--- src/rtl/hazard_ctrl.sv ---
// hazard_ctrl: pipeline hazard controller for the 5-stage core.
// Drives the PC / IF-ID enables, the IF-ID flush and the ID-EX bubble.
// It resolves load-use hazards, branch-in-ID operand hazards, taken-branch
// and jump flushes, and instruction-memory wait cycles. It also keeps
// saturating stall and flush counters for performance debug.
//
// Handshake: none. All outputs are combinational from the state register
// and the current inputs. State and counters advance on the rising clk edge.
module hazard_ctrl #(
  parameter int CNT_W = 16
) (
  input  logic             clk,
  input  logic             rst,
  input  logic             imem_ready,
  input  logic [4:0]       id_rs,
  input  logic [4:0]       id_rt,
  input  logic             id_uses_rt,
  input  logic             id_is_branch,
  input  logic             branch_taken,
  input  logic             jump,
  input  logic             ex_reg_write,
  input  logic             ex_mem_read,
  input  logic [4:0]       ex_rd,
  input  logic             mem_mem_read,
  input  logic [4:0]       mem_rd,
  input  logic             cnt_clr,
  output logic             pc_write,
  output logic             ifid_write,
  output logic             ifid_flush,
  output logic             idex_bubble,
  output logic             stall_st,
  output logic [CNT_W-1:0] stall_cycles,
  output logic [CNT_W-1:0] flush_count
);

  // STALL is the second cycle of a load-feeding-a-branch stall.
  typedef enum logic {
    ST_RUN   = 1'b0,
    ST_STALL = 1'b1
  } state_t;

  state_t           r_state;
  state_t           w_state_nxt;
  logic [CNT_W-1:0] r_stall_cycles;
  logic [CNT_W-1:0] r_flush_count;

  logic w_dep_ex;
  logic w_dep_mem;
  logic w_need2;
  logic w_need1;
  logic w_redirect;
  logic w_stall_inc;
  logic w_flush_inc;
  logic w_pc_write;
  logic w_ifid_write;
  logic w_ifid_flush;
  logic w_idex_bubble;

  // Dependence of the ID instruction on the EX and MEM destinations.
  // Register 0 is hardwired to zero, so it never creates a hazard.
  always_comb begin
    w_dep_ex   = (ex_rd != 5'd0) &&
                 ((ex_rd == id_rs) || (id_uses_rt && (ex_rd == id_rt)));
    w_dep_mem  = (mem_rd != 5'd0) &&
                 ((mem_rd == id_rs) || (id_uses_rt && (mem_rd == id_rt)));
    // Load in EX feeding a branch: the data only exists after MEM, two stalls.
    w_need2    = id_is_branch && ex_mem_read && w_dep_ex;
    // Single-cycle stalls: plain load-use, ALU result into a branch compare,
    // and a load still in MEM feeding a branch compare.
    w_need1    = (ex_mem_read && w_dep_ex) ||
                 (id_is_branch && ex_reg_write && w_dep_ex) ||
                 (id_is_branch && mem_mem_read && w_dep_mem);
    w_redirect = branch_taken || jump;
  end

  // Prioritised decision: imem wait, STALL state, hazards, redirect, pass.
  always_comb begin
    w_state_nxt   = r_state;
    w_pc_write    = 1'b1;
    w_ifid_write  = 1'b1;
    w_ifid_flush  = 1'b0;
    w_idex_bubble = 1'b0;
    w_stall_inc   = 1'b0;
    w_flush_inc   = 1'b0;

    if (!imem_ready) begin
      // Fetch is waiting: freeze the front end, keep the branch in ID.
      // The back end keeps draining, so a pending STALL still retires.
      w_pc_write    = 1'b0;
      w_ifid_write  = 1'b0;
      w_idex_bubble = 1'b1;
      w_state_nxt   = ST_RUN;
    end else if (r_state == ST_STALL) begin
      w_pc_write    = 1'b0;
      w_ifid_write  = 1'b0;
      w_idex_bubble = 1'b1;
      w_state_nxt   = ST_RUN;
      w_stall_inc   = 1'b1;
    end else if (w_need2) begin
      w_pc_write    = 1'b0;
      w_ifid_write  = 1'b0;
      w_idex_bubble = 1'b1;
      w_state_nxt   = ST_STALL;
      w_stall_inc   = 1'b1;
    end else if (w_need1) begin
      // Hazard beats a taken branch: its compare operands are stale.
      w_pc_write    = 1'b0;
      w_ifid_write  = 1'b0;
      w_idex_bubble = 1'b1;
      w_stall_inc   = 1'b1;
    end else if (w_redirect) begin
      w_ifid_flush  = 1'b1;
      w_flush_inc   = 1'b1;
    end

    // While reset is held the pipeline front end is frozen.
    if (rst) begin
      w_pc_write    = 1'b0;
      w_ifid_write  = 1'b0;
      w_ifid_flush  = 1'b0;
      w_idex_bubble = 1'b1;
    end
  end

  // State register, asynchronously returned to RUN.
  always_ff @(posedge clk or posedge rst) begin
    if (rst) begin
      r_state <= ST_RUN;
    end else begin
      r_state <= w_state_nxt;
    end
  end

  // Stall cycle counter: clear wins over increment, saturates at all-ones.
  always_ff @(posedge clk or posedge rst) begin
    if (rst) begin
      r_stall_cycles <= '0;
    end else if (cnt_clr) begin
      r_stall_cycles <= '0;
    end else if (w_stall_inc && !(&r_stall_cycles)) begin
      r_stall_cycles <= r_stall_cycles + CNT_W'(1);
    end
  end

  // Flush event counter: clear wins over increment, saturates at all-ones.
  always_ff @(posedge clk or posedge rst) begin
    if (rst) begin
      r_flush_count <= '0;
    end else if (cnt_clr) begin
      r_flush_count <= '0;
    end else if (w_flush_inc && !(&r_flush_count)) begin
      r_flush_count <= r_flush_count + CNT_W'(1);
    end
  end

  // Output drive.
  always_comb begin
    pc_write     = w_pc_write;
    ifid_write   = w_ifid_write;
    ifid_flush   = w_ifid_flush;
    idex_bubble  = w_idex_bubble;
    stall_st     = r_state;
    stall_cycles = r_stall_cycles;
    flush_count  = r_flush_count;
  end

endmodule

--- config.mk ---
export PLATFORM = sky130hd
export DESIGN_NAME = hazard_ctrl
export DESIGN_NICKNAME = d
export VERILOG_FILES = /design/src/rtl/hazard_ctrl.sv
export SDC_FILE = /design/constraint.sdc
export NUM_CORES = 1
export LEC_CHECK = 0
export BUFFER_PORTS_ARGS = -buffer_cell sky130_fd_sc_hd__buf_2
export CAP_MARGIN = 20
export CORE_MARGIN = 2
export CORE_UTILIZATION = 45
export DETAILED_ROUTE_END_ITERATION = 10
export PLACE_DENSITY = 0.72
export SYNTH_ARGS = -nofsm -noshare
export SYNTH_HDL_FRONTEND = slang
export SYNTH_SLANG_ARGS = --single-unit
--- constraint.sdc ---
create_clock -name clk -period 6.6 [get_ports clk]
set_clock_uncertainty 0.2 [all_clocks]
set_input_delay 0.99 -clock clk [delete_from_list [all_inputs] [get_ports clk]]
set_output_delay 0.99 -clock clk [all_outputs]
set_load 0.05 [all_outputs]
; ---- After elaboration in Yosys (flattened, before gate mapping)
; Index checks and enable logic that the tools add are counted.
[classes]
n_shift = 0
n_div = 0
multipliers = 0
n_lt_le_gt_ge = 0
n_bitwise = 0
mux = 24
reduce_logical = 26
add_sub_neg = 2
eq_ne = 4
[op_table]
columns = op, n
row1 = $mux W16, 4
row2 = $add A16 B1 Y16 const B, 2
row3 = $reduce_and A16 Y1, 2
row4 = $eq A5 B5 Y1, 4
row5 = $mux W1, 20
row6 = $logic_and A1 B1 Y1, 13
row7 = $reduce_bool A5 Y1, 2
row8 = $logic_or A1 B1 Y1, 5
row9 = $reduce_bool A2 Y1, 2
row10 = $logic_not A1 Y1, 2
[totals]
mem_count = 0
wordCells = 59
ramBits = 0
in_bits = 31
ff_bits = 33
latch_bits = 0
mem_bits_ro = 0

; ---- Logic depth before layout (Yosys ltp)
[logic_depth]
depth_word = 14
depth_mapped = 9
depth_no_buf = 8

; ---- Worst setup path before layout
; Ideal clock, no wire load.
[synth_path]
kind = input to output
start = in ex_rd[1]
end = out pc_write
path_slack_ps = 1992
t_arrival_ps = 3418
cell_stages = 8
required_time_ps = 5410
path_cell_list = or4_1 -> nor2_1 -> nor2_1 -> a221oi_4 -> buf_6 -> nand2_1 -> inv_1 -> buf_4
[synth_via]
elab_chain_cells = 12
[synth_rtl]
columns = item, line
row1 = "start, declared", 23  ; input logic [4:0] ex_rd,
row2 = $eq A5 B5 Y1, 63  ; ((ex_rd == id_rs) || (id_uses_rt && (ex_rd == id_rt)));
row3 = $logic_and A1 B1 Y1, 63
row4 = $logic_or A1 B1 Y1, 63
row5 = $logic_and A1 B1 Y1 (*), 62  ; w_dep_ex = (ex_rd != 5'd0) &&
row6 = $logic_and A1 B1 Y1 (on tied branches), "70, 71"
row7 = $logic_or A1 B1 Y1, 70  ; w_need1 = (ex_mem_read && w_dep_ex) ||
row8 = $logic_or A1 B1 Y1, 71  ; (id_is_branch && ex_reg_write && w_dep_ex) ||
row9 = $mux W1, -
row10 = $mux W1 (*) (4 in series), -
row11 = "end, declared", 27  ; output logic pc_write,
; Mark *: on every way between the ends. The rest lies on a longest branch, timed or not.

; ---- Worst setup path in the final report
[layout_path]
start = in ex_rd[1]
end = out ifid_flush
[layout_via]
elab_chain_cells = 12
[layout_rtl]
columns = item, line
row1 = $eq A5 B5 Y1, 63
row2 = $logic_and A1 B1 Y1, 63
row3 = $logic_or A1 B1 Y1, 63
row4 = $logic_and A1 B1 Y1 (*), 62
row5 = $logic_and A1 B1 Y1 (on tied branches), "70, 71"
row6 = $logic_or A1 B1 Y1, 70
row7 = $logic_or A1 B1 Y1, 71
row8 = $mux W1, 105  ; end else if (w_need1) begin
row9 = $mux W1 (*), 99  ; end else if (w_need2) begin
row10 = $mux W1 (*), 93  ; end else if (r_state == ST_STALL) begin
row11 = $mux W1 (*), 86  ; if (!imem_ready) begin
row12 = $mux W1 (*), 117  ; if (rst) begin
row13 = "end, declared", 29  ; output logic ifid_flush,
; Marked as above.

==> metrics.log <==
[metrics] result of the run: finished, final reports clean
[metrics] quantity of I/O buffers inserted on ports: 67
[metrics] Clock Sinks: 33
[metrics] relative slew slack: 0.5735
[metrics] fraction of synthesized cell area taken by the top area cell type: 0.3880
[metrics] total number of vias: around 1900
[metrics] DR iter-0 viols: slightly below 80
[metrics] highest cell delay on the worst timing path: around 0.63 ns
[metrics] number of nets in the finished design: 327
[metrics] sequential element share of the synthesized area: 0.3880
[metrics] die height: ~73 um
[metrics] number of hold-repair buffers added at the cts stage: 0
[metrics] overall die area: 5295 um2
[metrics] std cell rows: 25
[metrics] quantity of gates resized following cts: 0
[metrics] vias in the first global route: between 1500 and 2000
[metrics] Routed Antenna Nets: 0
[metrics] average footprint of a synthesized cell: around 9.4 um2
[metrics] Clock Latency Late Sink: 0.28 ns
[metrics] leftover overflow at the end of global routing: 0
[metrics] PwrDens: ~180 nW/um2
[metrics] fin crit period: between 4 and 5 ns
[metrics] first-pass GRT wire length: 7914 um
[metrics] Reg2Reg Launch Point: stall_cycles[0]
[metrics] number of antenna violations at the first check in global routing: 0
[metrics] Maximum Capacitance Violations: 0
[metrics] number of optimization iterations in the first detailed-route pass: 4
[metrics] number of standard cells after synthesis: roughly 230
[metrics] maximum number of pins on one net before global-route repair: 36
[metrics] crit path launch type: primary input
[metrics] distinct cell type count after synthesis: 43
[metrics] area of the core: 4629 um2
[metrics] clock transition at the registers of the reported paths: about 0.06 ns
[metrics] final standard cell count with taps included and fillers excluded: 349
[metrics] final weighted congestion of routability-driven global placement: slightly above 0.8
[metrics] Top FF cell, synth: sky130_fd_sc_hd__dfrtp_1
[metrics] Hold WC Path Type: reg2reg
[metrics] multi-input logic area: ~1200 um2
[metrics] Vias/cell: approximately 5.5
[metrics] WL final: approximately 4800 um
[metrics] buffers from clock root to sink, at most: 2
[metrics] leakage power figure: roughly 0.0012 uW
[metrics] final clock period utilization by the worst path: 0.6421
[metrics] cell at the slowest stage of the critical path: sky130_fd_sc_hd__a221oi_4
[metrics] Crit path arrival time: around 3.1 ns
[metrics] setup repair bufs after CTS: 0
[metrics] Starting Density: 0.4597
[metrics] fin. max-slew vios: 0
[metrics] number of antenna repair diodes: 0
[metrics] top cell type by total area after synthesis: sky130_fd_sc_hd__dfrtp_1
[metrics] number of ports placed on the die boundary: 68
[metrics] cell types with the largest area share after synthesis: sky130_fd_sc_hd__dfrtp_1 39%, sky130_fd_sc_hd__xnor2_1 11%, sky130_fd_sc_hd__xor2_1 6.6%
[metrics] minimum hold slack: ~0.37 ns
[metrics] Chip Width: just over 70 um
[metrics] number of clock buffers inserted by TritonCTS: 5
[metrics] wire per inst: roughly 14 um
[metrics] Total GRT Usage: 0.1880
[metrics] category of cells accounting for the largest share of critical-path delay: simple AND/OR/NAND/NOR gates
[metrics] slew at the pin closest to its max-slew limit: around 0.63 ns
[metrics] worst path cell trace: buf_2 -> or4_1 -> nor2_1 -> nor2_1 -> a221oi_4 -> and3_1 -> buf_2
[metrics] CP max FO: 17
[metrics] HPWL after DPL: approximately 3600 um
[metrics] Worst setup startpoint: ex_rd[1]
[metrics] Synth async-reset ratio: 1.000
[metrics] relative area change from synthesis to final layout: 22.10%
[metrics] Crit Path Category: in2out
[metrics] worst-case vdd ir drop: 163.2 uV
[metrics] unrepaired setup endpoints after global routing: false
[metrics] hold violation count in the final report: 0
[metrics] CTS H-tree depth: 2
[metrics] startpoint of the tightest hold check path: stall_cycles[1]
[metrics] DRC viols: 0
[metrics] setup_tns: 0 ns
[metrics] number of synthesis warnings: 0
[metrics] ratio of cells with drive above 1 in the final layout: 0.2983
[metrics] Synthesized Nets: 260
[metrics] cell count after placement: 341
[metrics] count of flip-flops with a built-in enable after synthesis: 0
[metrics] Highest Clock Rate: between 0.2 and 0.25 GHz
[metrics] WP buf/inv: 2
[metrics] count leader, synth: sky130_fd_sc_hd__dfrtp_1
[metrics] CTS root buffer: sky130_fd_sc_hd__clkbuf_8
[metrics] Reg area: about 830 um2
[metrics] kind of end point of the critical path: output port
[metrics] number of synthesized register bits: 33
[metrics] combined area of all synthesized cells: approximately 2100 um2
[metrics] required time at the endpoint of the critical path: between 5 and 6 ns
[metrics] most used standard cells in the synthesized netlist: 33 x sky130_fd_sc_hd__dfrtp_1, 28 x sky130_fd_sc_hd__nor2_1, 27 x sky130_fd_sc_hd__xnor2_1
[metrics] Filler Cell Count: approximately 440
[metrics] CTS tree: built
[metrics] Setup-failing EPs final: 0
[per-stage QoR]
stage | util | setup WS [ns] | power, uW | area (um2)
floorplan | - | 1.992 | 256.4 | 2128
global placement | 0.5362 | 2.383 | 276.7 | 2482
detailed placement | 0.5362 | 2.365 | 277.8 | 2482
CTS | 0.5614 | 2.363 | 471.5 | 2599
global route | 0.5614 | 2.235 | 485.7 | 2599
finish | 0.5614 | 2.362 | 466.7 | 2599
[cell type report]
class | instances | share of cell area
repair buffers | 68 | 0.1319
well taps | 54 | 0.02600
multi-input cells | 182 | 0.4738
clock buffers | 7 | 0.03322
flip-flops and latches | 33 | 0.3178
inverters | 4 | 0.005778
clock inverters | 1 | 0.01156
[routing by layer]
metal,wire length (um),vias to the layer above,track usage
li1,-,936,-
met1,2142,903,0.2383
met2,2329,65,0.3111
met3,304,6,0.04282
met4,69,0,0.07407
met5,0,-,0
[placed cells by master, fill, tap and decap left out, types with 2 or more instances in the layout]
| cell type | count |
|---|---|
| sky130_fd_sc_hd__o21ai_0 | 5 |
| sky130_fd_sc_hd__xnor2_1 | 27 |
| sky130_fd_sc_hd__nor4_1 | 2 |
| sky130_fd_sc_hd__or2_2 | 3 |
| sky130_fd_sc_hd__and4_1 | 4 |
| sky130_fd_sc_hd__nor3b_1 | 2 |
| sky130_fd_sc_hd__nand3_1 | 9 |
| sky130_fd_sc_hd__clkbuf_8 | 6 |
| sky130_fd_sc_hd__ha_1 | 2 |
| sky130_fd_sc_hd__dfrtp_1 | 33 |
| sky130_fd_sc_hd__nor2b_1 | 2 |
| sky130_fd_sc_hd__nor3_1 | 5 |
| sky130_fd_sc_hd__and3_1 | 10 |
| sky130_fd_sc_hd__nand4_1 | 16 |
| sky130_fd_sc_hd__nor2_1 | 28 |
| sky130_fd_sc_hd__a21oi_1 | 6 |
| sky130_fd_sc_hd__xor2_1 | 16 |
| sky130_fd_sc_hd__buf_2 | 67 |
| sky130_fd_sc_hd__nand2_1 | 16 |
| sky130_fd_sc_hd__inv_1 | 4 |
| sky130_fd_sc_hd__or3_1 | 5 |
| sky130_fd_sc_hd__a221oi_4 | 2 |
| sky130_fd_sc_hd__and2_1 | 4 |
[cells by family after synthesis]
logic type	count (synthesis)	synth area share
AO/OA/AOI/OAI	21	0.09054
AND/OR/NAND/NOR	114	0.2875
buffers and inverters	12	0.03351
flip-flops	33	0.3880
XOR/XNOR	43	0.1770
multiplexers	2	0.01176
adder cells (fa/ha/maj)	2	0.01176
[sequential cells by signal (all words and copies together), names as in the netlist]
| signal | cells |
|---|---|
| flush_count | 16 |
| stall_cycles | 16 |
| stall_st | 1 |
[power by group]
part           internal, uW  switching (uW)  leakage (uW)
Sequential              204            2.00      0.000460
Clock                   123            70.2     0.0000585
Combinational          24.4            43.4      0.000712
Total                   351             116       0.00123
[worst register-to-register path: stages (launching register included)]
cell	delay, ns
sky130_fd_sc_hd__dfrtp_1	0.43
sky130_fd_sc_hd__ha_1	0.25
sky130_fd_sc_hd__and2_1	0.17
sky130_fd_sc_hd__and2_1	0.18
sky130_fd_sc_hd__nand2_1	0.09
sky130_fd_sc_hd__o21ai_2	0.12
sky130_fd_sc_hd__or2_4	0.33
sky130_fd_sc_hd__or3_1	0.38
sky130_fd_sc_hd__mux2_4	0.30
[final timing paths]
| kind | endpoint | slack (ns) | depth (start not counted) |
|---|---|---|---|
| max in group asynchronous | flush_count[15] | 5.30 | 3 |
| min in group asynchronous | stall_cycles[9] | 0.59 | 3 |
| worst max-delay path | ifid_flush | 2.36 | 7 |
| worst max register to register | stall_cycles[13] | 4.05 | 8 |
| worst min-delay path | stall_cycles[1] | 0.37 | 2 |
| worst min register to register | stall_cycles[1] | 0.37 | 2 |
(Power assumes the default switching activity.)
